<file path="src/rtl/ctrl_seq.sv">
// Multi-cycle fetch/decode/execute control sequencer for the single-cycle datapath.
// Optional retired-instruction counter enabled by defining RETIRE_CNT_EN.
module ctrl_seq #(
  parameter int WD = 32,
  parameter int WAD = 5,
  parameter logic [WD-1:0] RESET_PC = '0,
  parameter int FETCH_TO = 15
) (
  input  logic           clk,
  input  logic           rst_n,
  output logic           imem_req,
  output logic [WD-1:0]  imem_addr,
  input  logic           imem_valid,
  input  logic [WD-1:0]  imem_rdata,
  output logic [WD-1:0]  instr,
  output logic [WAD-1:0] AdIn,
  output logic [WAD-1:0] AdOut1,
  output logic [WAD-1:0] AdOut2,
  output logic           ALUsrc,
  output logic [2:0]     ALUctrl,
  output logic [1:0]     ResultSrc,
  output logic [1:0]     IMMsrc,
  output logic           RegWrite,
  output logic           RamWrite,
  output logic [WD-1:0]  PCN,
  input  logic           EQ,
  input  logic [WD-1:0]  IMM,
  output logic           halt,
  output logic [1:0]     err,
  output logic [WD-1:0]  instret
);

  localparam int CW = (FETCH_TO < 2) ? 1 : $clog2(FETCH_TO);
  localparam logic [CW-1:0] CTR_LAST = CW'(FETCH_TO - 1);

  typedef enum logic [1:0] {S_FETCH, S_WAIT, S_EXEC, S_HALT} state_t;

  state_t        state;
  logic [WD-1:0] pc;
  logic [CW-1:0] ctr;

  logic [6:0] opcode;
  logic [2:0] funct3;
  logic [6:0] funct7;
  logic       legal, is_ecall, is_br, br_ne, is_jal, reg_wr, ram_wr;
  logic       taken, misalign, retire;
  logic [WD-1:0] target;

  assign opcode    = instr[6:0];
  assign funct3    = instr[14:12];
  assign funct7    = instr[31:25];
  assign AdIn      = instr[11:7];
  assign AdOut1    = instr[19:15];
  assign AdOut2    = instr[24:20];
  assign imem_addr = pc;
  assign PCN       = pc + WD'(4);

  always_comb begin
    legal     = 1'b0;
    is_ecall  = 1'b0;
    is_br     = 1'b0;
    br_ne     = 1'b0;
    is_jal    = 1'b0;
    reg_wr    = 1'b0;
    ram_wr    = 1'b0;
    ALUsrc    = 1'b0;
    ALUctrl   = 3'b000;
    ResultSrc = 2'b00;
    IMMsrc    = 2'b00;
    if (instr == WD'(32'h0000_0073)) begin
      is_ecall = 1'b1;
    end else begin
      case (opcode)
        7'b0110011: begin
          if (funct7 == 7'b0000000) begin
            case (funct3)
              3'b000: begin legal = 1'b1; ALUctrl = 3'b000; end
              3'b111: begin legal = 1'b1; ALUctrl = 3'b010; end
              3'b110: begin legal = 1'b1; ALUctrl = 3'b011; end
              3'b010: begin legal = 1'b1; ALUctrl = 3'b101; end
              default: ;
            endcase
          end else if (funct7 == 7'b0100000 && funct3 == 3'b000) begin
            legal   = 1'b1;
            ALUctrl = 3'b001;
          end
          reg_wr = legal;
        end
        7'b0010011: begin
          if (funct3 == 3'b000) begin
            legal  = 1'b1;
            ALUsrc = 1'b1;
            reg_wr = 1'b1;
          end
        end
        7'b0000011: begin
          if (funct3 == 3'b010) begin
            legal     = 1'b1;
            ALUsrc    = 1'b1;
            ResultSrc = 2'b01;
            reg_wr    = 1'b1;
          end
        end
        7'b0100011: begin
          if (funct3 == 3'b010) begin
            legal  = 1'b1;
            ALUsrc = 1'b1;
            IMMsrc = 2'b01;
            ram_wr = 1'b1;
          end
        end
        7'b1100011: begin
          if (funct3 == 3'b000 || funct3 == 3'b001) begin
            legal   = 1'b1;
            is_br   = 1'b1;
            br_ne   = funct3[0];
            ALUctrl = 3'b001;
            IMMsrc  = 2'b10;
          end
        end
        7'b1101111: begin
          legal     = 1'b1;
          is_jal    = 1'b1;
          IMMsrc    = 2'b11;
          ResultSrc = 2'b10;
          reg_wr    = 1'b1;
        end
        default: ;
      endcase
    end
  end

  // A misaligned target kills the instruction: no strobes and no retirement.
  assign taken    = is_jal | (is_br & (EQ ^ br_ne));
  assign target   = taken ? (pc + IMM) : (pc + WD'(4));
  assign misalign = |target[1:0];
  assign retire   = legal & ~misalign;
  assign RegWrite = (state == S_EXEC) & reg_wr & retire & (AdIn != '0);
  assign RamWrite = (state == S_EXEC) & ram_wr & retire;

  // The request is registered out of FETCH, so it is seen during the first WAIT cycle.
  always_ff @(posedge clk or negedge rst_n) begin
    if (!rst_n) begin
      state    <= S_FETCH;
      pc       <= RESET_PC;
      instr    <= WD'(32'h0000_0013);
      halt     <= 1'b0;
      err      <= 2'b00;
      imem_req <= 1'b0;
      ctr      <= '0;
    end else begin
      imem_req <= 1'b0;
      case (state)
        S_FETCH: begin
          imem_req <= 1'b1;
          ctr      <= '0;
          state    <= S_WAIT;
        end
        S_WAIT: begin
          if (imem_valid) begin
            instr <= imem_rdata;
            state <= S_EXEC;
          end else if (ctr == CTR_LAST) begin
            halt  <= 1'b1;
            err   <= 2'b11;
            state <= S_HALT;
          end else begin
            ctr <= ctr + 1'b1;
          end
        end
        S_EXEC: begin
          if (is_ecall) begin
            halt  <= 1'b1;
            err   <= 2'b00;
            state <= S_HALT;
          end else if (!legal) begin
            halt  <= 1'b1;
            err   <= 2'b01;
            state <= S_HALT;
          end else if (misalign) begin
            halt  <= 1'b1;
            err   <= 2'b10;
            state <= S_HALT;
          end else begin
            pc    <= target;
            state <= S_FETCH;
          end
        end
        S_HALT: ;
      endcase
    end
  end

`ifdef RETIRE_CNT_EN
  always_ff @(posedge clk or negedge rst_n) begin
    if (!rst_n) begin
      instret <= '0;
    end else if (state == S_EXEC && !is_ecall && retire) begin
      instret <= instret + 1'b1;
    end
  end
`else
  assign instret = '0;
`endif

endmodule

</file>
<file path="config.mk">
export PLATFORM = sky130hd
export DESIGN_NAME = ctrl_seq
export DESIGN_NICKNAME = d
export VERILOG_FILES = /design/src/rtl/ctrl_seq.sv
export SDC_FILE = /design/constraint.sdc
export NUM_CORES = 1
export LEC_CHECK = 0
export ABC_CLOCK_PERIOD_IN_PS = 2700
export CORE_MARGIN = 2
export CORE_UTILIZATION = 41
export CTS_CLUSTER_SIZE = 40
export DETAILED_ROUTE_END_ITERATION = 12
export PLACE_DENSITY = 0.78
export SLEW_MARGIN = 10
export SYNTH_ARGS = -nofsm -noshare
export SYNTH_HDL_FRONTEND = slang
export SYNTH_SLANG_ARGS = --single-unit
export TNS_END_PERCENT = 5
</file>
<file path="constraint.sdc">
create_clock -name clk -period 2.7 [get_ports clk]
set_clock_uncertainty 0.15 [all_clocks]
set_input_delay 0.54 -clock clk [delete_from_list [all_inputs] [get_ports clk]]
set_output_delay 0.54 -clock clk [all_outputs]
set_load 0.01 [all_outputs]
</file>
# --- Yosys cells after proc, flatten, opt, wreduce, memory -nomap -nowiden ---
# Cells that the tools add are included.
word_totals:
  regBits: 74
  out_inout_bits: 157
  wordCells: 114
op_classes:
  n_addsub: 3
  n_eq_ne: 20
  muxes: 56
  n_bitwise: 11
  n_reduce_logical: 17
op_table:
  columns: ["op", "n"]
  rows:
  - ["32-bit by 3-bit adder with 32-bit output (second input constant)", 1]
  - ["32-bit adder", 1]
  - ["32-bit by 7-bit == test with 1-bit output (second input constant)", 1]
  - ["32-bit 2-to-1 mux", 1]
  - ["1-bit 2-to-1 mux", 28]
  - ["2-bit 2-to-1 mux", 12]
  - ["7-bit by 6-bit == test with 1-bit output (second input constant)", 3]
  - ["7-bit == test (second input constant)", 2]
  - ["2-bit case mux with 3 select lines", 2]
  - ["3-bit case mux with 3 select lines", 1]
  - ["4-bit 2-to-1 mux", 2]
  - ["2-bit case mux with 2 select lines", 2]
  - ["4-bit case mux with 2 select lines", 1]
  - ["4-bit AND reduction", 2]
  - ["1-bit AND", 7]
  - ["7-bit by 2-bit == test with 1-bit output (second input constant)", 1]
  - ["7-bit by 5-bit == test with 1-bit output (second input constant)", 1]
  - ["7-bit zero test", 1]
  - ["3-bit == test (second input constant)", 2]
  - ["3-bit 2-to-1 mux", 2]
  - ["2-bit inequality test (second input constant)", 3]
  - ["3-bit case mux with 2 select lines", 1]
  - ["1-bit case mux with 5 select lines", 1]
  - ["5-bit nonzero test", 1]
  - ["23 further kinds", 28]

# --- Logic depth before layout (Yosys ltp) ---
# Gate-level depths: netlist of the first run.
logic_depth:
  word_depth: 14
  depth_mapped: 13
  mapped_depth_nobuf: 13

# --- Worst setup path after synthesis of the first run ---
# OpenSTA, ideal clock, no wires.
synth_timing:
  kind: "input-to-reg"
  from: "input IMM[19]"
  to: "register pc[28] (netlist: imem_addr[28])"
  t_arrival_ns: 2.754
  slack_ns: -0.335
  path_stages: 9
  n_path_buf: 0
  path_cell_list: "ha_1 > a21o_1 > a21o_1 > a211oi_1 > o21ai_0 > o21a_1 > or4b_2 > a311oi_1 > nor3_2"
synth_between:
  elab_chain_cells: 2
synth_rtl:
  columns: ["element", "line_no", "text"]
  rows:
  - ["start: declaration", "27", "input logic [WD-1:0] IMM,"]
  - ["32-bit adder", "135", "assign target = taken ? (pc + IMM) : (pc + WD'(4));"]
  - ["32-bit 2-to-1 mux", "135", null]
  - ["end signal: assignment", "185", "pc <= target;"]
  - ["end: declaration", "39", "logic [WD-1:0] pc;"]
# No other way between the ends.
# A chain may end at the register's enable or synchronous reset.

# --- Worst setup path after layout of the first run ---
# Ends and elaborated chain as after synthesis.

==> results of run 1 <==
## kinds of logic after synthesis
family,after synthesis
adders and majority gates,39
muxes,37
DFF,74
xor gates and xnor gates,58
other,1
buffers and inverters,90
AOI/OAI and AO/OA,177
and+or+nand+nor,230
## metal layers
metal / GRT usage (%) / up-vias / routed length (um)
li1: - / 3155 / -
met1: 29.8 / 3175 / 8760
met2: 41.5 / 236 / 10500
met3: 6.46 / 27 / 1390
met4: 6.41 / 0 / 294
met5: 0 / - / 0
## cell type report
cell class	instances	area, um^2
clock inverter	7	83.8
tap	184	230
inverter	16	60.1
timing repair buffer	383	3390
fill	1032	4260
clock buffer	9	225
sequential	74	1870
multi-input combinational	573	4310
## worst paths after layout
check,startpoint,to,depth (start not counted)
max in group asynchronous,rst_n,instr[0]$_DFFE_PN1P_,3
setup reg to reg,imem_addr[7]$_DFFE_PN0P_,imem_addr[28]$_DFFE_PN0P_,11
hold reg to reg,halt$_DFFE_PN0P_,halt$_DFFE_PN0P_,1
min in group asynchronous,rst_n,imem_addr[6]$_DFFE_PN0P_,2
setup / recovery,IMM[19],imem_addr[28]$_DFFE_PN0P_,10
hold / removal,halt$_DFFE_PN0P_,halt$_DFFE_PN0P_,1
## per-stage QoR
stage / utilization [%] / cells / hold WS (ns) / setup slack [ns]
after floorplan: - / 737 / 0.0944 / -0.207
after global routing: 70.5 / 1246 / 0.382 / -0.462
after global placement: 64.0 / 1210 / 0.334 / -0.935
final: 70.5 / 1246 / 0.362 / -0.417
after detailed placement: 64.0 / 1210 / 0.337 / -0.976
after CTS: 67.4 / 1240 / 0.368 / -0.438
## flip-flops by register name, summed over array words and instances, names as in the netlist
name       flops
err            2
imem_addr     32
halt           1
imem_req       1
state          2
ctr            4
instr         32
## where the power goes
part,total [mW],internal [mW],switching (mW),leakage [nW]
clock network,1.28,0.734,0.541,0.149
logic,2.59,1.49,1.10,3.80
registers,1.80,1.44,0.359,0.916
## worst register-to-register path, cell delays in order (launching register included)
cell and delay (ns):
dfrtp_2 0.40, buf_4 0.17, ha_4 0.25, a21oi_1 0.22
o21ai_1 0.11, and4b_1 0.24, nand2_1 0.09, and3_1 0.18
o21a_1 0.20, or4b_4 0.52, a311oi_2 0.29, nor3_2 0.08
## cell usage after synthesis, drive strengths merged, types with 3 or more instances
library cell	number	share of area, %
xor2	23	3.3
o21ai	44	3.7
nand2	76	4.9
o2111ai	3	0.44
mux2	33	6.2
o211ai	5	0.62
a31oi	9	0.93
nand3	21	2.0
o22ai	8	0.83
nand2b	4	0.42
buf	58	6.9
a21oi	68	5.7
and2	5	0.52
dfstp	3	1.3
nand4	13	1.4
nor2	52	3.6
o31ai	6	0.75
and3	11	1.1
a211oi	4	0.50
dfrtp	71	30
o21a	7	0.87
ha	38	7.9
mux2i	4	0.66
clkbuf	16	1.0
xnor2	35	5.1
a21o	9	1.1
inv	16	1.0
nor4	8	0.83
nor2b	7	0.73
nor3	16	1.6
## what timing repair did
item,CTS,global route
setup endpoints to repair,61,72
pin swaps,15,32
hold endpoints to repair,25,0
setup buffers,13,6
hold buffers,1,0
resized for setup,73,137
cloned,0,0
==> metrics.md, run 1 <==
| Metric | Value |
|---|---|
| Status | complete, but fails checks |
| Failing checks | negative setup slack |
| H-tree depth | 3 |
| Critical path launch point type | input port |
| Area share of fa/ha/maj cells after synthesis | a little over 8% |
| Critical path type | in2reg |
| CP Buf/Inv Count | 1 |
| Critical Path, Cell by Cell | clkdlybuf4s50_1 > ha_1 > a21o_1 > a21o_1 > a211oi_2 > o21ai_0 > o21a_1 > or4b_4 > a311oi_2 > nor3_2 |
| Combinational family with the most area after synthesis | simple AND/OR/NAND/NOR gates |
| Number of synthesized register bits | 74 |
| Yosys cell types | 67 |
| Congestion Overflow GR | 0 |
| Delay-heaviest family, CP | compound AO/OA/AOI/OAI gates |
| Post-route ant nets | 0 |
| Min-Delay Path Class | reg2reg |
| Most frequent cells in the layout | buf_4 (184), clkdlybuf4s50_1 (150), nand2_1 (70), dfrtp_1 (60), a21oi_1 (54) |
| Area Overhead vs Synth | 68.8% |
| Final Power | 5.67 mW |
| Worst path slowest cell | or4b_4 |
| Compound-Gate Fraction of Synth Area | around 17% |
| Mux cell area share after synthesis | 6.84% |
| Final period util | 115% |
| Ratio of cells with drive above 1 in the final layout | between 30 and 40% |
| Clk buf depth | 2 |
| Via-per-instance ratio | 5.29 |
| Worst EP required | 2.78 ns |
| Site Rows | between 40 and 50 |
| CP Capture Type | flop |
| Clock transition at path regs | 0.07 ns |
| Synth warn | 0 |
| Worst-margin pin slew | approximately 0.52 ns |
| Vias in the first global route | ~6400 |
| Finish-stage setup viols | 32 |
| Mean Syn Cell Area | 8.53 um^2 |
| Slew headroom | 65.3% |
| Total CTS buffers | 9 |
| RSZ-0062 raised after global routing | true |
| Post-synth EDFFs | 0 |
| Setup TNS | -5.99 ns |
| Ports | 225 |
| XOR/XNOR share of the synthesized area | 8.44% |
| Die Y | ~130 um |
| Max Fanout on Critical Path | 4 |
| Worst-Skew Late Latency | approximately 0.35 ns |
| Gate Count Post-Synth | approximately 710 |
| DRC | 0 |
| Post-Synth Simple-Gate Area | between 10% and 20% |
| TritonRoute pass-1 iters | 5 |
| Initial DRC count | between 400 and 500 |
| Asr flop ratio synth | 100% |
| Initial cell density of the core | a little over two fifths |
| Slew Viols, Final | 0 |
| Core Box Area | around 14000 um^2 |
| Post-layout instance area | 10200 um^2 |
| Largest net degree at the start of global routing | 50 |
| Most common cell after layout, fill and taps aside | buf_4 |
| Fin nets | between 1000 and 1500 |
| Fmax | 321 MHz |
| Antenna diodes | 0 |
| Initial antenna violation count | 0 |
| WP data arrival | between 3 and 4 ns |
| Register area share after synthesis | a little over 30% |
| Max VDD drop | 0.829 mV |
| DP HPWL | about 15000 um |
| Post-Place Cell Area | a little over 9000 um^2 |
| Avg WL per Cell | roughly 17 um |
| # port buffers | roughly 190 |
| CP most frequent cell | a21o_1 |
| CTS root buffer | clkbuf_16 |
| Final Critical Period | approximately 3.1 ns |
| CTS tree | built |
| Pleak | 4.87 nW |
| Final Wtd Congestion | ~0.89 |
| Crit path largest cell delay | about 0.52 ns |
| Hold Vio Cnt, Final | 0 |
| Die Wd | 125 um |
| PwrDens | roughly 560 nW/um^2 |
| Max cap viols | 0 |
| DRT Wirelength | 20900 um |
| Worst Slack Setup Final | -0.417 ns |
| Sink Count | 74 |
| GRT Util Overall | about a quarter |
| DR vias | approximately 6600 |
| DIE AREA | 15700 um^2 |
| Synth Flop Type | dfrtp_1 |
| First-pass GRT wire length | approximately 31000 um |
| Reg-to-reg setup timing slack | -0.31 ns |
| Mapped cell area | between 6000 and 7000 um^2 |
No activity file was read; power rests on OpenSTA's default activity.
==> inputs of run 2 (changes only) <==
CORE_MARGIN = 5   (was 2)
CORE_UTILIZATION = 59   (was 41)
DONT_BUFFER_PORTS = 1   (was not set)
==> run 2 against run 1 <==
The flow still finishes with violations (negative setup slack). Utilization grew 7.3 points. Via count down 10%. Critical endpoint is now PCN[24]. Sequential power is 12% higher. Critical path depth is 2 lower. Combinational power decreased by 47%. Sequential cell count stayed put. Count of clock-buffer cells in the layout is 1 higher. Non-clock buffer count shrank 234. Sequential share of layout area increased by 6.0 points. Hold slack got worse by 0.18 ns. Die area shrank 21%. Cell count shrank 23%.
==> metrics.md, run 2 (synthesis results as in run 1) <==
| Metric | Value |
|---|---|
| Die Y | about 110 um |
| Max Fanout on Critical Path | 4 |
| Int Pwr | approximately 2.6 mW |
| Most frequent cells in the layout | buf_4 (141), nand2_1 (71), dfrtp_1 (60), a21oi_1 (59), nor2_1 (45) |
| Clock transition at path regs | roughly 0.090 ns |
| Final Critical Period | just over 3 ns |
| WP data arrival | approximately 2.4 ns |
| Avg WL per Cell | approximately 20 um |
| DRC | 0 |
| DR vias | 5904 |
| Multi-input logic area | between 4000 and 5000 um^2 |
| Ratio of cells with drive above 1 in the final layout | 34.1% |
| Most common cell after layout, fill and taps aside | buf_4 |
| Site Rows | 36 |
| Core Box Area | roughly 10000 um^2 |
| Pleak | 3.59 nW |
| DP HPWL | between 10000 and 15000 um |
| H-tree depth | 3 |
| Register area | roughly 1900 um^2 |
| Total CTS buffers | 9 |
| Sw power | 1.78 mW |
| Critical path type | reg2out |
| GRT Util Overall | slightly below 30% |
| Critical path launch point type | flop |
| CP Capture Type | output pin |
| CTS root buffer | clkbuf_8 |
| Reg-to-reg setup timing slack | -0.25 ns |
| Sink Count | 74 |
| Fmax | 323 MHz |
| FILL cells | ~630 |
| Reg power frac | 45.3% |
| Max VDD drop | 0.927 mV |
| Clk buf depth | 2 |
| Largest net degree at the start of global routing | between 70 and 80 |
| Met2 Use GR | a little over half |
| Via-per-instance ratio | 6.14 |
| Slew headroom | between 60% and 70% |
| Clock network fraction of design power | about a quarter |
| Die Wd | between 100 and 150 um |
| Final period util | 115% |
| Hold Vio Cnt, Final | 0 |
| CTS tree | built |
| Hold Path Depth | 1 |
| Max cap viols | 0 |
| Final Power | 4.43 mW |
| Hold_ws | about 0.18 ns |
| Gate power share | 31.1% |
| Worst-Skew Late Latency | about 0.36 ns |
| Initial DRC count | between 300 and 400 |
| Setup TNS | -5.36 ns |
| Status | complete, but fails checks |
| Vias in the first global route | ~6000 |
| Post-route ant nets | 0 |
| R2R depth | 9 |
| Min-Delay Path Class | in2reg |
| Switch share | between 40% and 50% |
| Final Wtd Congestion | between 0.9 and 1 |
| Global routing's busiest layer | met2 |
| Worst-margin pin slew | between 0.5 and 0.6 ns |
| Worst Slack Setup Final | -0.393 ns |
| M3 GR Usage | 8.35% |
| Antenna diodes | 0 |
| DIE AREA | approximately 12000 um^2 |
| Finish-stage setup viols | 26 |
| TritonRoute pass-1 iters | 5 |
| Area Overhead vs Synth | 27.4% |
| Congestion Overflow GR | 0 |
| Initial antenna violation count | 0 |
| Slew Viols, Final | 0 |
| First-pass GRT wire length | 30100 um |
| Initial cell density of the core | roughly three fifths |
| Failing checks | negative setup slack |
| Ports | between 200 and 250 |
| PwrDens | 577 nW/um^2 |
| DRT Wirelength | between 15000 and 20000 um |
| Fin nets | 930 |
| Worst EP required | around 2.0 ns |
| RSZ-0062 raised after global routing | true |
| # port buffers | 0 |
| Met1 Track Usage GR | around a third |
## run 2: cell types whose count changed in the layout (fill, tap and decap cells not counted), sizes merged
cell           change
buf               -61
bufinv             +1
clkbuf             -1
clkdlybuf4s15      -2
clkdlybuf4s50    -150
clkinvlp           -1
dlygate4sd2        -1
dlymetal6s2s      -18
inv                -1
## run 2: power groups by stage
stage / logic (mW) / clock network [mW] / registers, mW
after floorplan: 1.07 / 0 / 1.85
after global placement: 1.16 / 0 / 1.94
after detailed placement: 1.26 / 0 / 1.97
after CTS: 1.30 / 1.05 / 1.95
after global routing: 1.49 / 1.10 / 2.06
final: 1.38 / 1.04 / 2.01
## run 2: worst max-delay path, cell delays in order (launching register included)
cell	delay, ns
dfrtp_2	0.39
and4_4	0.25
nand2_4	0.06
nor3_4	0.22
or3b_4	0.41
or2_4	0.30
buf_6	0.15
xnor2_4	0.16
buf_6	0.12
## run 2: per-layer routing
layer	part of all wire, %	vias up
li1	-	2683
met2	50	346
met3	9.1	49
met4	2.9	0
met1	38	2826
met5	0	-
## run 2: path summary, 6_finish.rpt
check	to	startpoint
setup / recovery	PCN[24]	imem_addr[6]$_DFFE_PN0P_
hold / removal	instr[25]$_DFFE_PN0P_	imem_rdata[25]
setup reg to reg	imem_addr[28]$_DFFE_PN0P_	imem_addr[12]$_DFFE_PN0P_
hold reg to reg	halt$_DFFE_PN0P_	halt$_DFFE_PN0P_
max in group asynchronous	instr[0]$_DFFE_PN1P_	rst_n
min in group asynchronous	imem_addr[5]$_DFFE_PN0P_	rst_n
## run 2: area by class of cell
cell class / instances / area share, %
Sequential cell: 74 / 24.4
Clock inverter: 6 / 1.24
Timing Repair Buffer: 149 / 15.4
Clock buffer: 10 / 1.79
Inverter: 16 / 0.783
Tap cell: 133 / 2.17
Multi-Input combinational cell: 573 / 54.3
## run 2: timing repair
| action | CTS | global route |
|---|---|---|
| resized for setup | 9 | 60 |
| pin swaps | 5 | 19 |
| hold endpoints to repair | 74 | 0 |
| setup buffers | 7 | 5 |
| hold buffers | 2 | 0 |
| setup endpoints to repair | 31 | 48 |
## run 2: metrics by stage
stage / instances / util, % / cell area, um^2 / setup WS [ns]
global route: 961 / 77.8 / 7670 / -0.487
floorplan: 737 / - / 6250 / -0.207
finish: 961 / 77.8 / 7670 / -0.393
global placement: 931 / 70.8 / 6980 / -0.299
detailed placement: 931 / 70.8 / 6980 / -0.357
CTS: 956 / 74.6 / 7350 / -0.411
